===== src/rtl/tinyodin_obi_demux.sv =====
// OBI subordinate-side demux: one bus port fanned out to NUM_TARGETS targets by an
// address field, with an in-order FIFO that steers each response back from the granted target.
module tinyodin_obi_demux #(
  parameter int NUM_TARGETS     = 4,
  parameter int ADDR_WIDTH      = 32,
  parameter int DATA_WIDTH      = 32,
  parameter int SEL_LSB         = 20,
  parameter int SEL_WIDTH       = 2,
  parameter int ADDR_SHIFT      = 2,
  parameter int MAX_OUTSTANDING = 2
) (
  input  logic                              clk_i,
  input  logic                              rst_ni,
  input  logic                              mgr_req_i,
  input  logic                              mgr_we_i,
  input  logic [DATA_WIDTH/8-1:0]           mgr_be_i,
  input  logic [ADDR_WIDTH-1:0]             mgr_addr_i,
  input  logic [DATA_WIDTH-1:0]             mgr_wdata_i,
  output logic                              mgr_gnt_o,
  output logic                              mgr_rvalid_o,
  output logic [DATA_WIDTH-1:0]             mgr_rdata_o,
  output logic                              mgr_err_o,
  output logic [NUM_TARGETS-1:0]            tgt_req_o,
  output logic                              tgt_we_o,
  output logic [DATA_WIDTH/8-1:0]           tgt_be_o,
  output logic [ADDR_WIDTH-1:0]             tgt_addr_o,
  output logic [DATA_WIDTH-1:0]             tgt_wdata_o,
  input  logic [NUM_TARGETS-1:0]            tgt_gnt_i,
  input  logic [NUM_TARGETS-1:0]            tgt_rvalid_i,
  input  logic [NUM_TARGETS*DATA_WIDTH-1:0] tgt_rdata_i,
  output logic                              proto_err_o
);

  localparam int PW = (MAX_OUTSTANDING > 1) ? $clog2(MAX_OUTSTANDING) : 1;
  localparam int CW = $clog2(MAX_OUTSTANDING + 1);
  localparam logic [SEL_WIDTH:0] NT = (SEL_WIDTH+1)'(NUM_TARGETS);

  typedef struct packed {
    logic                 err;
    logic [SEL_WIDTH-1:0] sel;
  } ent_t;

  ent_t                 fifo_q [MAX_OUTSTANDING];
  logic [PW-1:0]        wptr_q, rptr_q;
  logic [CW-1:0]        cnt_q, cnt_d;
  logic                 proto_q, proto_d;

  logic [SEL_WIDTH-1:0] sel;
  logic                 is_err, full, empty, push, pop;
  logic [NUM_TARGETS-1:0] unexp;
  ent_t                 head;

  assign sel    = mgr_addr_i[SEL_LSB +: SEL_WIDTH];
  assign is_err = {1'b0, sel} >= NT;
  assign full   = cnt_q == CW'(MAX_OUTSTANDING);
  assign empty  = cnt_q == '0;
  assign head   = fifo_q[rptr_q];

  assign tgt_we_o    = mgr_we_i;
  assign tgt_be_o    = mgr_be_i;
  assign tgt_addr_o  = mgr_addr_i >> ADDR_SHIFT;
  assign tgt_wdata_o = mgr_wdata_i;
  assign proto_err_o = proto_q;

  // Request path: full blocks everything, including local error grants.
  always_comb begin
    tgt_req_o = '0;
    mgr_gnt_o = 1'b0;
    if (rst_ni && !full) begin
      if (is_err) begin
        mgr_gnt_o = mgr_req_i;
      end else begin
        for (int k = 0; k < NUM_TARGETS; k++) begin
          if (sel == SEL_WIDTH'(k)) begin
            tgt_req_o[k] = mgr_req_i;
            mgr_gnt_o    = tgt_gnt_i[k];
          end
        end
      end
    end
  end

  // Response path follows the FIFO head only; any other rvalid is a protocol error.
  always_comb begin
    mgr_rvalid_o = 1'b0;
    mgr_rdata_o  = '0;
    mgr_err_o    = 1'b0;
    unexp        = tgt_rvalid_i;
    if (rst_ni && !empty) begin
      if (head.err) begin
        mgr_rvalid_o = 1'b1;
        mgr_err_o    = 1'b1;
      end else begin
        for (int k = 0; k < NUM_TARGETS; k++) begin
          if (head.sel == SEL_WIDTH'(k)) begin
            mgr_rvalid_o = tgt_rvalid_i[k];
            mgr_rdata_o  = tgt_rdata_i[k*DATA_WIDTH +: DATA_WIDTH];
            unexp[k]     = 1'b0;
          end
        end
      end
    end
  end

  assign push    = mgr_req_i & mgr_gnt_o;
  assign pop     = mgr_rvalid_o;
  assign proto_d = proto_q | (|unexp);

  always_comb begin
    cnt_d = cnt_q;
    case ({push, pop})
      2'b10:   cnt_d = cnt_q + CW'(1);
      2'b01:   cnt_d = cnt_q - CW'(1);
      default: cnt_d = cnt_q;
    endcase
  end

  always_ff @(posedge clk_i) begin
    if (!rst_ni) begin
      wptr_q  <= '0;
      rptr_q  <= '0;
      cnt_q   <= '0;
      proto_q <= 1'b0;
      for (int i = 0; i < MAX_OUTSTANDING; i++) fifo_q[i] <= '0;
    end else begin
      cnt_q   <= cnt_d;
      proto_q <= proto_d;
      if (push) begin
        fifo_q[wptr_q] <= '{err: is_err, sel: sel};
        wptr_q <= (wptr_q == PW'(MAX_OUTSTANDING-1)) ? '0 : wptr_q + PW'(1);
      end
      if (pop) rptr_q <= (rptr_q == PW'(MAX_OUTSTANDING-1)) ? '0 : rptr_q + PW'(1);
    end
  end

endmodule


===== config.mk =====
export PLATFORM = sky130hd
export DESIGN_NAME = tinyodin_obi_demux
export DESIGN_NICKNAME = d
export VERILOG_FILES = /design/src/rtl/tinyodin_obi_demux.sv
export SDC_FILE = /design/constraint.sdc
export NUM_CORES = 1
export LEC_CHECK = 0
export ABC_AREA = 1
export CORE_AREA = 2 2 123 125
export DETAILED_ROUTE_END_ITERATION = 16
export DIE_AREA = 0 0 125 127
export REMOVE_ABC_BUFFERS = 1
export SETUP_SLACK_MARGIN = 0.2
export SYNTH_ARGS = -nofsm -noshare
export SYNTH_HDL_FRONTEND = slang
export SYNTH_SLANG_ARGS = --single-unit

===== constraint.sdc =====
create_clock -name clk_i -period 4.4 [get_ports clk_i]
set_input_delay 1.1 -clock clk_i [delete_from_list [all_inputs] [get_ports clk_i]]
set_output_delay 1.1 -clock clk_i [all_outputs]
set_load 0.02 [all_outputs]

==> impl_metrics.json, run 1 <==
{
  "status": "complete, no violations",
  "fp.coreArea_um2": 14400,
  "hold_viol": 0,
  "hp-start": "wptr_q$_SDFFE_PN0P_",
  "overflow": 0,
  "crit_required_ns": 3.30,
  "initial_utilization_pct": 15.1,
  "max_freq_mhz": 242,
  "grt_usage_pct": 21.2,
  "portBuffers": 181,
  "period_needed_ns": 4.13,
  "hold_class": "reg -> reg",
  "finalNetCount": 676,
  "place_ws_ns": 0.168,
  "die-area_um2": 15900,
  "drv_cap": 0,
  "ios": 317,
  "setup_tns_ns": 0,
  "hold_buffers": 0,
  "ir_drop_mv": 0.179,
  "cts_buffers": 3,
  "finalCritPeriodShare_pct": 93.9,
  "yosysWarnings": 0,
  "worstSetupEndpointType": "output pin",
  "post_drt_via_cell_ratio": 4.45,
  "yosysTopAreaCellShare_pct": 25.8,
  "postSynthAreaPerCell_um2": 6.02,
  "reg2reg_slack_ns": 1.83,
  "vias": 2902,
  "dpl.hpwl_um": 15000,
  "cp-start-kind": "input port",
  "wirelength_um": 17600,
  "async_flop_share_pct": 0,
  "drive_gt1_share_pct": 6.01,
  "rr_endpoint": "cnt_q[1]$_SDFFE_PN0P_",
  "synthesis.instances": 363,
  "drt-initial-drc-count": 112,
  "htree_levels": 1,
  "worstPathMaxFanout": 20,
  "fp-row-count": 44,
  "grt_max_degree": 41,
  "path_clk_slew_ns": 0.04,
  "wl_per_cell_um": 27.0,
  "ctsLongestPathBuffers": 2,
  "cts_root_buffer": "clkbuf_16",
  "synthTopCellsByArea": "buf_4 26%, nand3_1 9.4%, o21ai_0 9.4%",
  "drtPass1Iterations": 4,
  "p_leak_nw": 1.75,
  "antenna_found_initial": 0,
  "grt_pass1_wl_um": 23400,
  "die_h_um": 127,
  "ys_seq_area_share_pct": 11.0,
  "power_mw": 0.729,
  "min_to": "wptr_q$_SDFFE_PN0P_",
  "hold_depth": 2,
  "syn_area_um2": 2180,
  "worst_slack_ns": 0.267,
  "synth_edf_count": 4,
  "drt_drc_violations_left": 0,
  "slew_viol_final": 0,
  "dieWidth_um": 125,
  "worstRegToRegCells": 12,
  "netlist.top_cell.by_area": "buf_4",
  "ant_nets": 0,
  "clock_sinks": 10,
  "cts_tree": "built",
  "p_per_area_nw_per_um2": 193,
  "grt_pass1_vias": 2778,
  "setup_viol": 0,
  "synthFlopType": "dfxtp_1",
  "area_growth_pct": 72.6,
  "gp_congestion": 0.786,
  "crit_arrival_ns": 3.03,
  "rsz0062_at_grt": "yes",
  "ys_ff_latch": 10,
  "synthDistinctLibCells": 27,
  "fin_skew_ns": 0.00176,
  "critical_path_class": "in -> out",
  "insertion_delay_ns": 0.24
}
how the worst max path moves through the flow:
stage / from / endpoint / slack, ns / cells after the start
6_report: rst_ni / mgr_rdata_o[27] / 0.27 / 7
3_5_place_dp: rst_ni / mgr_rvalid_o / 0.17 / 8
2_1_floorplan: rst_ni / mgr_rdata_o[13] / 0.80 / 6
3_3_place_gp: rst_ni / mgr_rvalid_o / 0.17 / 8
5_1_grt: rst_ni / mgr_rdata_o[17] / 0.19 / 7
4_1_cts: rst_ni / mgr_rdata_o[15] / 0.18 / 8
final cells by class:
class / count / area [um2]
sequential: 10 / 240
clock inverter: 1 / 3.75
multi-input combinational: 225 / 1160
tap: 184 / 230
timing repair buffer: 186 / 1900
inverter: 41 / 156
antenna: 2 / 5.00
clock buffer: 3 / 75.1
fill: 1615 / 10700
Yosys cell counts, types with 2 or more instances:
cell / number
a21oi_1: 6
a21oi_2: 2
buf_2: 6
buf_4: 75
buf_6: 2
clkbuf_1: 6
dfxtp_1: 6
edfxtp_1: 4
inv_1: 37
inv_2: 4
nand2_1: 51
nand2_2: 9
nand2_4: 3
nand3_1: 41
nor2_1: 15
nor3_1: 3
o211ai_1: 17
o21ai_0: 41
o21ai_1: 16
o22ai_1: 12
logic make-up (layout without fill, tap and decap cells):
family          Yosys count  count (layout)  share of synthesized area [%]
other cells               1               5                          0.172
fa+ha+maj                 1               1                          0.573
simple gates            126             126                           27.1
flops                    10              10                           11.0
compound gates           95              95                           24.9
buf+inv                 130             231                           36.3
through the flow:
stage	cell area (um2)	cells	hold WS, ns	utilization [%]
detailed placement	3630	645	0.502	25.1
floorplan	1550	276	0.476	-
finish	3770	652	0.515	26.1
global route	3770	650	0.551	26.1
global placement	3630	645	0.497	25.1
CTS	3730	650	0.509	25.9
power by group:
group          internal, mW  leakage [nW]  switching (mW)
clock                 0.119        0.0385          0.0432
sequential            0.105        0.0908         0.00466
combinational         0.221          1.62           0.237
worst max-delay path, stage by stage:
cell,delay (ns)
clkdlybuf4s50_1,0.50
inv_1,0.07
a21oi_2,0.21
buf_6,0.25
o21ai_0,0.13
a21oi_1,0.12
clkdlybuf4s50_1,0.62
placed cells by master, fill, tap and decap left out, types with 12 or more instances in the layout:
| cell | count |
|---|---|
| o211ai_1 | 17 |
| nand2_1 | 51 |
| clkdlybuf4s50_1 | 167 |
| dlymetal6s2s_1 | 14 |
| o21ai_1 | 16 |
| o21ai_0 | 41 |
| nand3_1 | 41 |
| nor2_1 | 15 |
| o22ai_1 | 12 |
| inv_1 | 37 |
routing by layer:
layer | vias to the layer above | global-route usage, % | share of wire (%)
li1 | 1342 | - | -
met1 | 1229 | 18.6 | 31
met2 | 296 | 31.9 | 42
met3 | 27 | 21.8 | 22
met4 | 8 | 6.80 | 3.6
met5 | - | 12.7 | 1.6
state kept, by name, indices dropped and copies added, names as in the netlist, named ones only:
register / count
wptr_q: 1
fifo_q: 4
rptr_q: 1
proto_err_o: 1
cnt_q: 2
repair_timing:
| action | CTS | global route |
|---|---|---|
| pin swaps | 1 | 0 |
| gates cloned | 0 | 0 |
| setup endpoints to repair | 2 | 15 |
| resized for setup | 1 | 15 |
| buffers inserted | 1 | 0 |
Power figures use the tool's default switching activity.
==> inputs of run 2 (changes only) <==
Settings changed: ABC_CLOCK_PERIOD_IN_PS from default to 4400.
==> results of run 2 <==
No change in the layout: final DEF, timing and power equal those of run 1.
